$ cat src/rtl/memory_stage_pkg.sv
// Shared types and constants for the M stage: FSM encoding, exception codes,
// fixed register indices and the writeback bundle helper.
package memory_stage_pkg;

  // Default geometry / watchdog limit
  localparam int ADDR_W_DEF      = 12;
  localparam int TIMEOUT_CYC_DEF = 15;

  // Fixed destination registers
  localparam logic [4:0] REG_RSTATUS = 5'd30;
  localparam logic [4:0] REG_RA      = 5'd31;

  // Exception codes written to $rstatus
  localparam logic [31:0] EXC_ADD      = 32'd1;
  localparam logic [31:0] EXC_ADDI     = 32'd2;
  localparam logic [31:0] EXC_SUB      = 32'd3;
  localparam logic [31:0] EXC_MUL      = 32'd4;
  localparam logic [31:0] EXC_DIV      = 32'd5;
  localparam logic [31:0] EXC_MEMRANGE = 32'd6;
  localparam logic [31:0] EXC_MEMTO    = 32'd7;

  // Memory handshake FSM states
  typedef enum logic [1:0] {
    ST_IDLE   = 2'd0,
    ST_ACCESS = 2'd1,
    ST_DONE   = 2'd2
  } state_e;

  // Writeback bundle handed to the W stage
  typedef struct packed {
    logic        we;
    logic [4:0]  rd;
    logic [31:0] data;
  } wb_t;

  // The part of a captured bundle needed once its memory access completes
  typedef struct packed {
    logic       is_lw;
    logic [4:0] rd;
  } cap_t;

  localparam wb_t WB_NONE = '0;

  // Builds a writeback; writes to $r0 collapse to "no writeback" so the
  // W stage never sees we=1 with rd=0.
  function automatic wb_t make_wb(input logic we, input logic [4:0] rd,
                                  input logic [31:0] data);
    wb_t w;
    w = WB_NONE;
    if (we && (rd != 5'd0)) begin
      w.we   = 1'b1;
      w.rd   = rd;
      w.data = data;
    end
    return w;
  endfunction

endpackage

$ cat src/rtl/memory_stage_if.sv
// Data-memory request/acknowledge bus between the M stage (master) and the
// variable-latency data memory (slave).
interface memory_stage_if #(
  parameter int ADDR_W = 12
) ();

  logic              dmem_req;
  logic              dmem_we;
  logic [ADDR_W-1:0] dmem_addr;
  logic [31:0]       dmem_wdata;
  logic              dmem_ack;
  logic [31:0]       dmem_rdata;

  modport master (
    output dmem_req, dmem_we, dmem_addr, dmem_wdata,
    input  dmem_ack, dmem_rdata
  );

  modport slave (
    input  dmem_req, dmem_we, dmem_addr, dmem_wdata,
    output dmem_ack, dmem_rdata
  );

endinterface

$ cat src/rtl/memory_stage_dmem_handshake.sv
// Data-memory handshake engine: IDLE/ACCESS/DONE FSM plus the request
// holding registers. Optional ack watchdog built when MEM_TIMEOUT_EN is
// defined; without it ACCESS waits for dmem_ack indefinitely.
module memory_stage_dmem_handshake
  import memory_stage_pkg::*;
#(
  parameter int ADDR_W = ADDR_W_DEF
`ifdef MEM_TIMEOUT_EN
  ,
  parameter int TIMEOUT_CYC = TIMEOUT_CYC_DEF
`endif
) (
  input  logic              clock,
  input  logic              reset,
  input  logic              start,
  input  logic              start_we,
  input  logic [ADDR_W-1:0] start_addr,
  input  logic [31:0]       start_wdata,
  input  logic              ack,
  output logic              req,
  output logic              we,
  output logic [ADDR_W-1:0] addr,
  output logic [31:0]       wdata,
  output state_e            state,
  output logic              complete,
  output logic              timeout_hit
);

  state_e            state_reg;
  logic              req_reg;
  logic              we_reg;
  logic [ADDR_W-1:0] addr_reg;
  logic [31:0]       wdata_reg;

  assign req   = req_reg;
  assign we    = we_reg;
  assign addr  = addr_reg;
  assign wdata = wdata_reg;
  assign state = state_reg;

  // An ack only counts while an access is outstanding
  assign complete = (state_reg == ST_ACCESS) && ack;

`ifdef MEM_TIMEOUT_EN
  localparam logic [3:0] TO_LAST = 4'(TIMEOUT_CYC - 1);

  logic [3:0] to_cnt_reg;

  // Abort on the last allowed ACCESS cycle; an ack in that same cycle wins
  assign timeout_hit = (state_reg == ST_ACCESS) && !ack && (to_cnt_reg == TO_LAST);

  // Watchdog: cleared on entry to ACCESS, counts cycles spent waiting there
  always_ff @(posedge clock or negedge reset) begin
    if (!reset) begin
      to_cnt_reg <= '0;
    end else if (state_reg == ST_ACCESS) begin
      to_cnt_reg <= to_cnt_reg + 4'd1;
    end else if (start) begin
      to_cnt_reg <= '0;
    end
  end
`else
  assign timeout_hit = 1'b0;
`endif

  // Handshake FSM; request fields are loaded once and held for the whole access
  always_ff @(posedge clock or negedge reset) begin
    if (!reset) begin
      state_reg <= ST_IDLE;
      req_reg   <= 1'b0;
      we_reg    <= 1'b0;
      addr_reg  <= '0;
      wdata_reg <= '0;
    end else begin
      case (state_reg)
        ST_IDLE, ST_DONE: begin
          // DONE accepts a new access directly, so back-to-back requests
          // see exactly one low cycle on req.
          if (start) begin
            state_reg <= ST_ACCESS;
            req_reg   <= 1'b1;
            we_reg    <= start_we;
            addr_reg  <= start_addr;
            wdata_reg <= start_wdata;
          end else begin
            state_reg <= ST_IDLE;
          end
        end
        ST_ACCESS: begin
          if (ack || timeout_hit) begin
            state_reg <= ST_DONE;
            req_reg   <= 1'b0;
          end
        end
        default: begin
          state_reg <= ST_IDLE;
          req_reg   <= 1'b0;
        end
      endcase
    end
  end

endmodule

$ cat src/rtl/memory_stage.sv
// M stage of the 5-stage core: captures the X bundle, issues lw/sw through
// the dmem handshake engine, stalls upstream while an access is outstanding
// and resolves the registered writeback (we_w, rd_w, data_w) for W.
// Optional feature macro: MEM_TIMEOUT_EN (ack watchdog, code 7 on abort).
module memory_stage
  import memory_stage_pkg::*;
#(
  parameter int         ADDR_W      = ADDR_W_DEF,
  parameter logic [4:0] RSTATUS_REG = REG_RSTATUS,
  parameter logic [4:0] RA_REG      = REG_RA
`ifdef MEM_TIMEOUT_EN
  ,
  parameter int         TIMEOUT_CYC = TIMEOUT_CYC_DEF
`endif
) (
  input  logic                  clock,
  input  logic                  reset,
  input  logic                  valid_x,
  input  logic [31:0]           exec_out_x,
  input  logic [31:0]           rd_out1_x,
  input  logic                  exception_x,
  input  logic [31:0]           exception_out_x,
  input  logic [4:0]            rd_x,
  input  logic                  reg_we_x,
  input  logic                  isLw_x,
  input  logic                  isSw_x,
  input  logic                  isJal_x,
  input  logic                  isSetx_x,
  memory_stage_if.master        mem,
  output logic                  stall_m,
  output logic                  we_w,
  output logic [4:0]            rd_w,
  output logic [31:0]           data_w
);

  state_e            hs_state;
  logic              hs_complete;
  logic              hs_timeout;
  logic              hs_req;
  logic              hs_we;
  logic [ADDR_W-1:0] hs_addr;
  logic [31:0]       hs_wdata;

  logic is_mem;
  logic addr_ok;
  logic accept;
  logic start;

  cap_t cap_reg;
  wb_t  wb_reg;
  wb_t  wb_next;

  assign is_mem  = isLw_x | isSw_x;
  assign addr_ok = (exec_out_x[31:ADDR_W] == '0);

  // A new bundle is taken every cycle except while waiting on memory
  assign accept  = (hs_state != ST_ACCESS);
  assign stall_m = (hs_state == ST_ACCESS);

  // Only a clean, in-range lw/sw reaches memory; exceptions suppress it
  assign start = accept && valid_x && !exception_x && is_mem && addr_ok;

  memory_stage_dmem_handshake #(
    .ADDR_W      (ADDR_W)
`ifdef MEM_TIMEOUT_EN
    ,
    .TIMEOUT_CYC (TIMEOUT_CYC)
`endif
  ) u_handshake (
    .clock       (clock),
    .reset       (reset),
    .start       (start),
    .start_we    (isSw_x),
    .start_addr  (exec_out_x[ADDR_W-1:0]),
    .start_wdata (rd_out1_x),
    .ack         (mem.dmem_ack),
    .req         (hs_req),
    .we          (hs_we),
    .addr        (hs_addr),
    .wdata       (hs_wdata),
    .state       (hs_state),
    .complete    (hs_complete),
    .timeout_hit (hs_timeout)
  );

  assign mem.dmem_req   = hs_req;
  assign mem.dmem_we    = hs_we;
  assign mem.dmem_addr  = hs_addr;
  assign mem.dmem_wdata = hs_wdata;

  // Capture register: remembers load/rd of the bundle that starts an access
  always_ff @(posedge clock or negedge reset) begin
    if (!reset) begin
      cap_reg <= '0;
    end else if (accept) begin
      cap_reg.is_lw <= start & isLw_x;
      cap_reg.rd    <= rd_x;
    end
  end

  // Writeback select: memory completion while stalled, otherwise the
  // incoming bundle in priority order exception > range > setx > jal > rd
  always_comb begin
    wb_next = WB_NONE;
    if (hs_state == ST_ACCESS) begin
      if (hs_complete) begin
        if (cap_reg.is_lw) begin
          wb_next = make_wb(1'b1, cap_reg.rd, mem.dmem_rdata);
        end
      end else if (hs_timeout) begin
        wb_next = make_wb(1'b1, RSTATUS_REG, EXC_MEMTO);
      end
    end else if (valid_x) begin
      if (exception_x) begin
        wb_next = make_wb(1'b1, RSTATUS_REG, exception_out_x);
      end else if (is_mem) begin
        if (!addr_ok) begin
          wb_next = make_wb(1'b1, RSTATUS_REG, EXC_MEMRANGE);
        end
      end else if (isSetx_x) begin
        wb_next = make_wb(1'b1, RSTATUS_REG, exec_out_x);
      end else if (isJal_x) begin
        wb_next = make_wb(1'b1, RA_REG, exec_out_x);
      end else if (reg_we_x) begin
        wb_next = make_wb(1'b1, rd_x, exec_out_x);
      end
    end
  end

  // Registered writeback; each result is presented for exactly one cycle
  always_ff @(posedge clock or negedge reset) begin
    if (!reset) begin
      wb_reg <= WB_NONE;
    end else begin
      wb_reg <= wb_next;
    end
  end

  assign we_w   = wb_reg.we;
  assign rd_w   = wb_reg.rd;
  assign data_w = wb_reg.data;

endmodule

$ cat src/flat_wrapper.sv
// flat-port wrapper written by rule: the top's interface ports become plain ports
module memory_stage_flat import memory_stage_pkg::*;
#(
  parameter int         ADDR_W      = ADDR_W_DEF,
  parameter logic [4:0] RSTATUS_REG = REG_RSTATUS,
  parameter logic [4:0] RA_REG      = REG_RA

)
  (clock, reset, valid_x, exec_out_x, rd_out1_x, exception_x, exception_out_x, rd_x, reg_we_x, isLw_x, isSw_x, isJal_x, isSetx_x, stall_m, we_w, rd_w, data_w, mem_dmem_req, mem_dmem_we, mem_dmem_addr, mem_dmem_wdata, mem_dmem_ack, mem_dmem_rdata);
  memory_stage_if #(.ADDR_W(ADDR_W)) mem_i ();
  input  logic clock;
  input  logic reset;
  input  logic valid_x;
  input  logic [31:0] exec_out_x;
  input  logic [31:0] rd_out1_x;
  input  logic exception_x;
  input  logic [31:0] exception_out_x;
  input  logic [4:0] rd_x;
  input  logic reg_we_x;
  input  logic isLw_x;
  input  logic isSw_x;
  input  logic isJal_x;
  input  logic isSetx_x;
  output logic stall_m;
  output logic we_w;
  output logic [4:0] rd_w;
  output logic [31:0] data_w;
  output wire logic [$bits(mem_i.dmem_req)-1:0] mem_dmem_req;
  output wire logic [$bits(mem_i.dmem_we)-1:0] mem_dmem_we;
  output wire logic [$bits(mem_i.dmem_addr)-1:0] mem_dmem_addr;
  output wire logic [$bits(mem_i.dmem_wdata)-1:0] mem_dmem_wdata;
  input wire logic [$bits(mem_i.dmem_ack)-1:0] mem_dmem_ack;
  input wire logic [$bits(mem_i.dmem_rdata)-1:0] mem_dmem_rdata;
  assign mem_dmem_req = mem_i.dmem_req;
  assign mem_dmem_we = mem_i.dmem_we;
  assign mem_dmem_addr = mem_i.dmem_addr;
  assign mem_dmem_wdata = mem_i.dmem_wdata;
  assign mem_i.dmem_ack = mem_dmem_ack;
  assign mem_i.dmem_rdata = mem_dmem_rdata;
  memory_stage #(.ADDR_W(ADDR_W), .RSTATUS_REG(RSTATUS_REG), .RA_REG(RA_REG)) u_core (.clock(clock), .reset(reset), .valid_x(valid_x), .exec_out_x(exec_out_x), .rd_out1_x(rd_out1_x), .exception_x(exception_x), .exception_out_x(exception_out_x), .rd_x(rd_x), .reg_we_x(reg_we_x), .isLw_x(isLw_x), .isSw_x(isSw_x), .isJal_x(isJal_x), .isSetx_x(isSetx_x), .mem(mem_i), .stall_m(stall_m), .we_w(we_w), .rd_w(rd_w), .data_w(data_w));
endmodule
$ cat config.mk
export PLATFORM = sky130hd
export DESIGN_NAME = memory_stage_flat
export DESIGN_NICKNAME = d
export VERILOG_FILES = /design/src/rtl/memory_stage_pkg.sv /design/src/rtl/memory_stage_if.sv /design/src/rtl/memory_stage_dmem_handshake.sv /design/src/rtl/memory_stage.sv /design/src/flat_wrapper.sv
export SDC_FILE = /design/constraint.sdc
export NUM_CORES = 1
export LEC_CHECK = 0
export ABC_CLOCK_PERIOD_IN_PS = 2100
export CORE_AREA = 4 4 77 150
export DETAILED_ROUTE_END_ITERATION = 7
export DIE_AREA = 0 0 81 154
export PLACE_DENSITY_LB_ADDON = 0.12
export SETUP_SLACK_MARGIN = 0.3
export SLEW_MARGIN = 10
export SYNTH_ARGS = -nofsm -noshare
export SYNTH_HDL_FRONTEND = slang
export SYNTH_SLANG_ARGS = --single-unit
$ cat constraint.sdc
create_clock -name clock -period 2.1 [get_ports clock]
set_input_delay 0.21 -clock clock [delete_from_list [all_inputs] [get_ports clock]]
set_output_delay 0.21 -clock clock [all_outputs]
set_load 0.01 [all_outputs]
==> impl_results.rst, run 1 <==
.. list-table::
   :header-rows: 1

   * - Metric
     - Value
   * - Result of the run
     - completed
   * - Count of inserted antenna diode cells
     - 0
   * - Final Cell Area
     - 0.00701 mm²
   * - Count of boundary I/O pins
     - 228
   * - Clk slew on worst S/H paths
     - 0.06 ns
   * - Share of final-layout standard cells stronger than drive strength 1
     - 0.210
   * - Library cell occupying the most area in the post-synthesis netlist
     - dfrtp_1
   * - Layout Nets
     - 725
   * - Vias in the first global route
     - 3776
   * - Flops & latches, synth
     - 92
   * - Most common library cell in the layout ignoring fill and taps
     - clkdlybuf4s50_1
   * - Met3 GRT Util
     - 0.0528
   * - Type of origin of the critical path
     - flip-flop
   * - Worst vdd rail ir drop
     - 0.397 mV
   * - Vias per cell
     - 4.84
   * - RePlAce Congestion
     - 0.912
   * - Worst-case clock skew
     - 0.00894 ns
   * - Warnings from Yosys
     - 0
   * - First drt pass iteration count
     - 4
   * - Post-synth top flop
     - dfrtp_1
   * - Detailed-route DRC error count
     - 0
   * - 1st-iter DRT viols
     - 146
   * - Power density of the placed cells
     - 588 mW/mm²
   * - Hold crit path type
     - in -> reg
   * - Initial antenna violation count
     - 0
   * - Area share of the leading cell type in the synthesized netlist
     - 0.601
   * - Layout Area Growth over Synthesis
     - 82.8%
   * - Multi-input gate area in the final layout
     - 0.00146 mm²
   * - Number of instances in the synthesized netlist
     - 324
   * - Most heavily used metal layer in global routing
     - met2
   * - Count of endpoints failing hold in the final timing report
     - 0
   * - Total gr overflow
     - 0
   * - Overall Global Routing Usage
     - 0.209
   * - Floorplan die width
     - 81 µm
   * - Synth area leaders
     - dfrtp_1, mux2_2, a22oi_1
   * - Crit path kind
     - reg -> reg
   * - Post-detail-place hpwl
     - 10.1 mm
   * - Max-slew violation count
     - 0
   * - Number of nets with antenna violations after detailed routing
     - 0
   * - Clock root buffer
     - clkbuf_16
   * - Number of endpoints failing setup at the final stage
     - 0
   * - Routed wire length
     - 13.0 mm
   * - Total of fill cells in the finished design
     - 872
   * - Post-Place Cell Area
     - 0.00639 mm²
   * - Total CTS buffers
     - 9
   * - Setup repair after global routing missed its margin
     - true
   * - Global-route wire length before repair
     - 19.6 mm
   * - Wire length per cell after detailed routing
     - 17.9 µm
   * - Global routing met1 resource utilization
     - 0.212
   * - Count of flip-flops with a built-in enable after synthesis
     - 0
   * - Final worst path period share
     - 0.849
   * - Data arrival time of the critical path
     - 1.99 ns
   * - Setup total negative slack
     - 0 ns
   * - Max Buffers Root-to-Sink
     - 2
   * - Grt met2 use
     - 0.395
   * - Number of sinks handled by clock tree synthesis
     - 92
   * - Post-Synthesis Net Count
     - 467
   * - Latest clock arrival within the worst-skew pair
     - 0.34 ns
   * - Avg Cell Area, Syn
     - 11.8 µm²
   * - Worst slew margin
     - 0.681
   * - Seq/Total Area, Yosys
     - 0.601
   * - Count of max-cap constraint violations
     - 0
   * - Commonest non-fill, non-tap cells in the layout
     - clkdlybuf4s50_1, dfrtp_1, mux2_2, inv_1, buf_4
   * - Final Critical Period
     - 1.78 ns
   * - Vias after detailed routing
     - 3504
   * - F_max
     - 0.561 GHz
   * - Total die area
     - 0.0125 mm²
   * - Worst-Margin Slew
     - 0.472 ns
   * - Count of cell types in the netlist
     - 32
   * - IO Port Bufs
     - 227
   * - Synth async-reset ratio
     - 1.00
   * - H-tree lvl count
     - 3
   * - Util after Layout
     - 0.669
   * - Crit end category
     - flip-flop
   * - Area taken by flip-flops and latches
     - 0.00230 mm²
   * - CTS tree
     - yes
   * - Maximum fanout count along the critical path
     - 11
   * - Largest net degree at the start of global routing
     - 42
   * - Row count
     - 53
   * - Leak
     - 3.21 nW
   * - Die span in y
     - 154 µm
   * - Core outline area
     - 0.0105 mm²
   * - Initial Utilization
     - 0.366
   * - Post-synthesis instance area
     - 0.00383 mm²
   * - Req. time, crit path
     - 2.31 ns
==> cells by family after synthesis <==
kind of cell	count (synthesis)	share of synthesized area
compound gates	80	0.133
mux	45	0.132
simple gates	58	0.0780
flops	92	0.601
buf+inv	49	0.0558
==> worst paths after layout <==
kind / from / end / slack (ns) / cells past startpoint
hold / removal: exec_out_x[18] / u_core.data_w[18] / 0.15 / 3
max in group asynchronous: reset / u_core.data_w[17] / 1.11 / 3
setup reg to reg: u_core.cap_reg[0] / u_core.data_w[27] / 0.32 / 5
setup / recovery: u_core.cap_reg[0] / u_core.data_w[27] / 0.32 / 5
min in group asynchronous: reset / u_core.data_w[6] / 0.35 / 2
hold reg to reg: u_core.u_handshake.addr[4] / u_core.u_handshake.addr[4] / 0.50 / 1
==> critical path: stages, from the launching register on <==
cell     delay (ns)
dfrtp_1        0.39
or4_4          0.54
o21a_4         0.23
buf_4          0.18
a22oi_1        0.21
o21ai_0        0.11
==> metrics by stage <==
step                hold WS, ns  instances  power (mW)  setup WS [ns]
floorplan               -0.0856        324        1.96          0.257
global placement          0.171        692        2.40         -0.209
detailed placement        0.178        692        2.41         -0.252
CTS                       0.150        719        4.16          0.299
global route              0.140        724        4.29          0.274
finish                    0.148        724        4.12          0.318
==> cells in the mapped netlist, types with 3 or more instances <==
cell type and instances:
a22o_1 4, clkbuf_1 13, mux2_1 3, a21oi_1 6, a22oi_1 30, nand4_1 3
buf_6 4, nor2_1 3, nor3_1 4, nand2b_1 3, nor4_1 5, mux2_2 42
nand2_1 28, o21ai_0 33, inv_1 31, dfrtp_1 92
==> timing repair <==
item	4_1_cts	5_1_grt
cloned	3	0
endpoints found under the setup margin	75	63
hold buffers	1	0
buffers inserted	7	5
hold endpoints to repair	31	0
pin swaps	9	5
resized for setup	57	37
==> cell type report <==
class,instances,area share
clock inverters,6,0.0134
clock buffers,10,0.0327
inverters,32,0.0179
well taps,137,0.0245
flip-flops and latches,92,0.328
repair buffers,264,0.374
multi-input cells,183,0.209
==> per-layer routing <==
metal	wire [µm]	vias up	share of wire
li1	-	1656	-
met1	4300	1696	0.33
met2	7470	133	0.58
met3	869	19	0.067
met4	311	0	0.024
met5	0	-	0
==> report_power, final <==
part           internal (mW)  switching [mW]
clock network           1.05           0.687
registers               1.82          0.0148
logic                  0.343           0.206
total                   3.21           0.907
No activity file was read; power rests on OpenSTA's default activity.
==> run 2, diff against run 1 <==
--- a/config.mk
+++ b/config.mk
@@ -5,7 +5,7 @@
 export SDC_FILE = /design/constraint.sdc
 export NUM_CORES = 1
 export LEC_CHECK = 0
-export ABC_CLOCK_PERIOD_IN_PS = 2100
+export ABC_CLOCK_PERIOD_IN_PS = 1700
 export CORE_AREA = 4 4 77 150
 export DETAILED_ROUTE_END_ITERATION = 7
 export DIE_AREA = 0 0 81 154
==> constraint.sdc (replaced) <==
create_clock -name clock -period 1.7 [get_ports clock]
set_input_delay 0.17 -clock clock [delete_from_list [all_inputs] [get_ports clock]]
set_output_delay 0.17 -clock clock [all_outputs]
set_load 0.01 [all_outputs]
==> run 2 against run 1 <==
Net effect:
- the run now ends with setup timing left
- combinational power up 36%
- total power up 25%
- worst setup slack worse by 0.46 ns
- non-clock buffer count up 26
- wire length up 18%
- clock-buffer cell count up 1
- first-iteration DRC count down 18%
- clock skew down 0.0037 ns
- critical path type is now in -> reg
- highest routed layer unchanged
==> impl_results.rst, run 2 (synthesized netlist as in run 1, its figures left out) <==
.. list-table::
   :header-rows: 1

   * - Metric
     - Value
   * - IO Port Bufs
     - 227 (unchanged)
   * - Clk slew on worst S/H paths
     - 0.06 ns (about the same)
   * - Count of boundary I/O pins
     - 228 (unchanged)
   * - Number of endpoints failing setup at the final stage
     - 75 (+75)
   * - Initial antenna violation count
     - 0 (unchanged)
   * - Post-detail-place hpwl
     - 10.1 mm (+0.52%)
   * - Share of final-layout standard cells stronger than drive strength 1
     - 0.313 (+0.104)
   * - Post-layout total power
     - 5.17 mW (+25%)
   * - Max-slew violation count
     - 0 (unchanged)
   * - Crit end category
     - flip-flop
   * - Worst vdd rail ir drop
     - 0.564 mV (+42%)
   * - Floorplan die width
     - 81 µm (unchanged)
   * - Top cell family by delay on the critical path
     - simple AND/OR/NAND/NOR gates
   * - Power density of the placed cells
     - 669 mW/mm² (+14%)
   * - Total placed cells including tap cells
     - 707 (+2.2%)
   * - Leak
     - 4.03 nW (+26%)
   * - Count of inserted antenna diode cells
     - 0 (unchanged)
   * - Total gr overflow
     - 0 (unchanged)
   * - Routed wire length
     - 15.3 mm (+18%)
   * - CP max-delay cell
     - nor4_4
   * - Detailed-route DRC error count
     - 0 (unchanged)
   * - Layout Area Growth over Synthesis
     - 102%
   * - Total CTS buffers
     - 9 (unchanged)
   * - Cell Count, Final, Fillers Out
     - 750 (+3.6%)
   * - Worst slew margin
     - 0.732 (+0.0502)
   * - Maximum fanout count along the critical path
     - 8 (-3)
   * - Global-route wire length before repair
     - 22.0 mm (+12%)
   * - Req. time, crit path
     - 1.91 ns (-0.40 ns)
   * - Count of endpoints failing hold in the final timing report
     - 0 (unchanged)
   * - Worst-case clock skew
     - 0.00522 ns (-0.00372 ns)
   * - Final worst path period share
     - 1.08
   * - Area taken by flip-flops and latches
     - 0.00230 mm² (unchanged)
   * - Layout Nets
     - 751 (+3.6%)
   * - Ordered list of cells on the worst path
     - buf_8, nor4_4, nand4_1, nor4_4, buf_6, buf_12, buf_6, buf_12, buf_16, mux2_4
   * - Number of nets with antenna violations after detailed routing
     - 0 (unchanged)
   * - Hold crit path type
     - in -> reg
   * - First drt pass iteration count
     - 4 (unchanged)
   * - Count of max-cap constraint violations
     - 0 (unchanged)
   * - Multi-input gate area in the final layout
     - 0.00179 mm² (+22%)
   * - Worst-Margin Slew
     - 0.403 ns (-0.0692 ns)
   * - Commonest non-fill, non-tap cells in the layout
     - clkdlybuf4s50_1, dfrtp_1, dlygate4sd2_1, mux2_4, buf_4
   * - 1st-iter DRT viols
     - 120 (-18%)
   * - Largest net degree at the start of global routing
     - 46 (+9.5%)
   * - Vias per cell
     - 5.00 (+3.4%)
   * - Core outline area
     - 0.0105 mm² (unchanged)
   * - Stage delay of the slowest cell on the critical path
     - 0.32 ns (-0.22 ns)
   * - Initial Utilization
     - 0.366 (unchanged)
   * - Hold Crit Depth
     - 3 (unchanged)
   * - Vias in the first global route
     - 4035 (+6.9%)
   * - Minimum setup slack in the final design
     - -0.139 ns (-0.457 ns)
   * - Result of the run
     - finished with violations
   * - CTS tree
     - yes
   * - Violated checks
     - setup timing
   * - Latest clock arrival within the worst-skew pair
     - 0.33 ns (about the same)
   * - Cell count of the worst reg-to-reg path
     - 9 (+4)
   * - Wire length per cell after detailed routing
     - 20.3 µm (+14%)
   * - H-tree lvl count
     - 3 (unchanged)
   * - Most common library cell in the layout ignoring fill and taps
     - clkdlybuf4s50_1
   * - Total die area
     - 0.0125 mm² (unchanged)
   * - Total of fill cells in the finished design
     - 761 (-13%)
   * - Crit path buffers/inverters
     - 6 (+5)
   * - Number of sinks handled by clock tree synthesis
     - 92 (unchanged)
   * - Row count
     - 53 (unchanged)
   * - RePlAce Congestion
     - 0.853 (-6.5%)
   * - Final Critical Period
     - 1.84 ns
   * - F_max
     - 0.544 GHz
   * - Vias after detailed routing
     - 3753 (+7.1%)
   * - Path length in cells of the critical path
     - 10 (+5)
   * - Overall Global Routing Usage
     - 0.234 (+0.0248)
   * - Max Buffers Root-to-Sink
     - 2 (unchanged)
   * - Clock root buffer
     - clkbuf_16
   * - Type of origin of the critical path
     - input pin
   * - Data arrival time of the critical path
     - 2.05 ns (+0.06 ns)
   * - Die span in y
     - 154 µm (unchanged)
   * - Setup repair after global routing missed its margin
     - true
   * - Crit path kind
     - in -> reg
## run 2: tightest hold or removal path: cells and delay by family
family / cells / cell delay, ns
buffers and inverters: 2 / 0.14
AO/OA/AOI/OAI: 1 / 0.06
## run 2: report_power, final
part / switching [mW] / internal [mW] / leakage [nW]
Combinational: 0.301 / 0.443 / 2.64
Sequential: 0.0165 / 2.24 / 1.24
Clock: 0.830 / 1.33 / 0.152
Total: 1.15 / 4.02 / 4.03
## run 2: layout make-up
type	instances	area share
well taps	137	0.0222
repair buffers	290	0.391
clock inverters	5	0.0109
flip-flops and latches	92	0.298
multi-input cells	183	0.231
clock buffers	11	0.0314
inverters	32	0.0155
## run 2: worst paths after layout
path	start	endpoint	slack, ns
max	exec_out_x[12]	u_core.u_handshake.wdata[0]	-0.14
min	exec_out_x[14]	u_core.data_w[14]	0.08
max in group asynchronous	reset	u_core.data_w[29]	0.78
min reg2reg	u_core.cap_reg[5]	u_core.cap_reg[5]	0.49
min in group asynchronous	reset	u_core.u_handshake.wdata[5]	0.31
max reg2reg	u_core.u_handshake.state[0]	u_core.u_handshake.wdata[0]	-0.10
## run 2: per-stage QoR
step | cell area (µm²) | utilization | setup WS (ns) | hold slack, ns | TNS (ns)
global placement | 6540 | 0.625 | -0.538 | 0.124 | -32.89
CTS | 7480 | 0.714 | -0.0694 | 0.0694 | -0.969
finish | 7730 | 0.737 | -0.139 | 0.0830 | -4.27
detailed placement | 6540 | 0.625 | -0.635 | 0.125 | -35.91
global route | 7730 | 0.737 | -0.148 | 0.0989 | -6.17
floorplan | 3900 | - | -0.0996 | -0.126 | -3.77
## run 2: repair_timing
action	CTS	global route
cloned	6	3
hold endpoints to repair	28	0
gates resized for setup	200	66
setup buffers	14	3
pin swaps	14	8
hold buffers	1	0
setup endpoints to repair	129	108
## run 2: layer usage
| metal | up-vias | wire [µm] | global-route usage |
|---|---|---|---|
| li1 | 1713 | - | - |
| met1 | 1860 | 5030 | 0.239 |
| met2 | 156 | 8720 | 0.441 |
| met3 | 24 | 1090 | 0.0610 |
| met4 | 0 | 408 | 0.0790 |
| met5 | - | 0 | 0 |
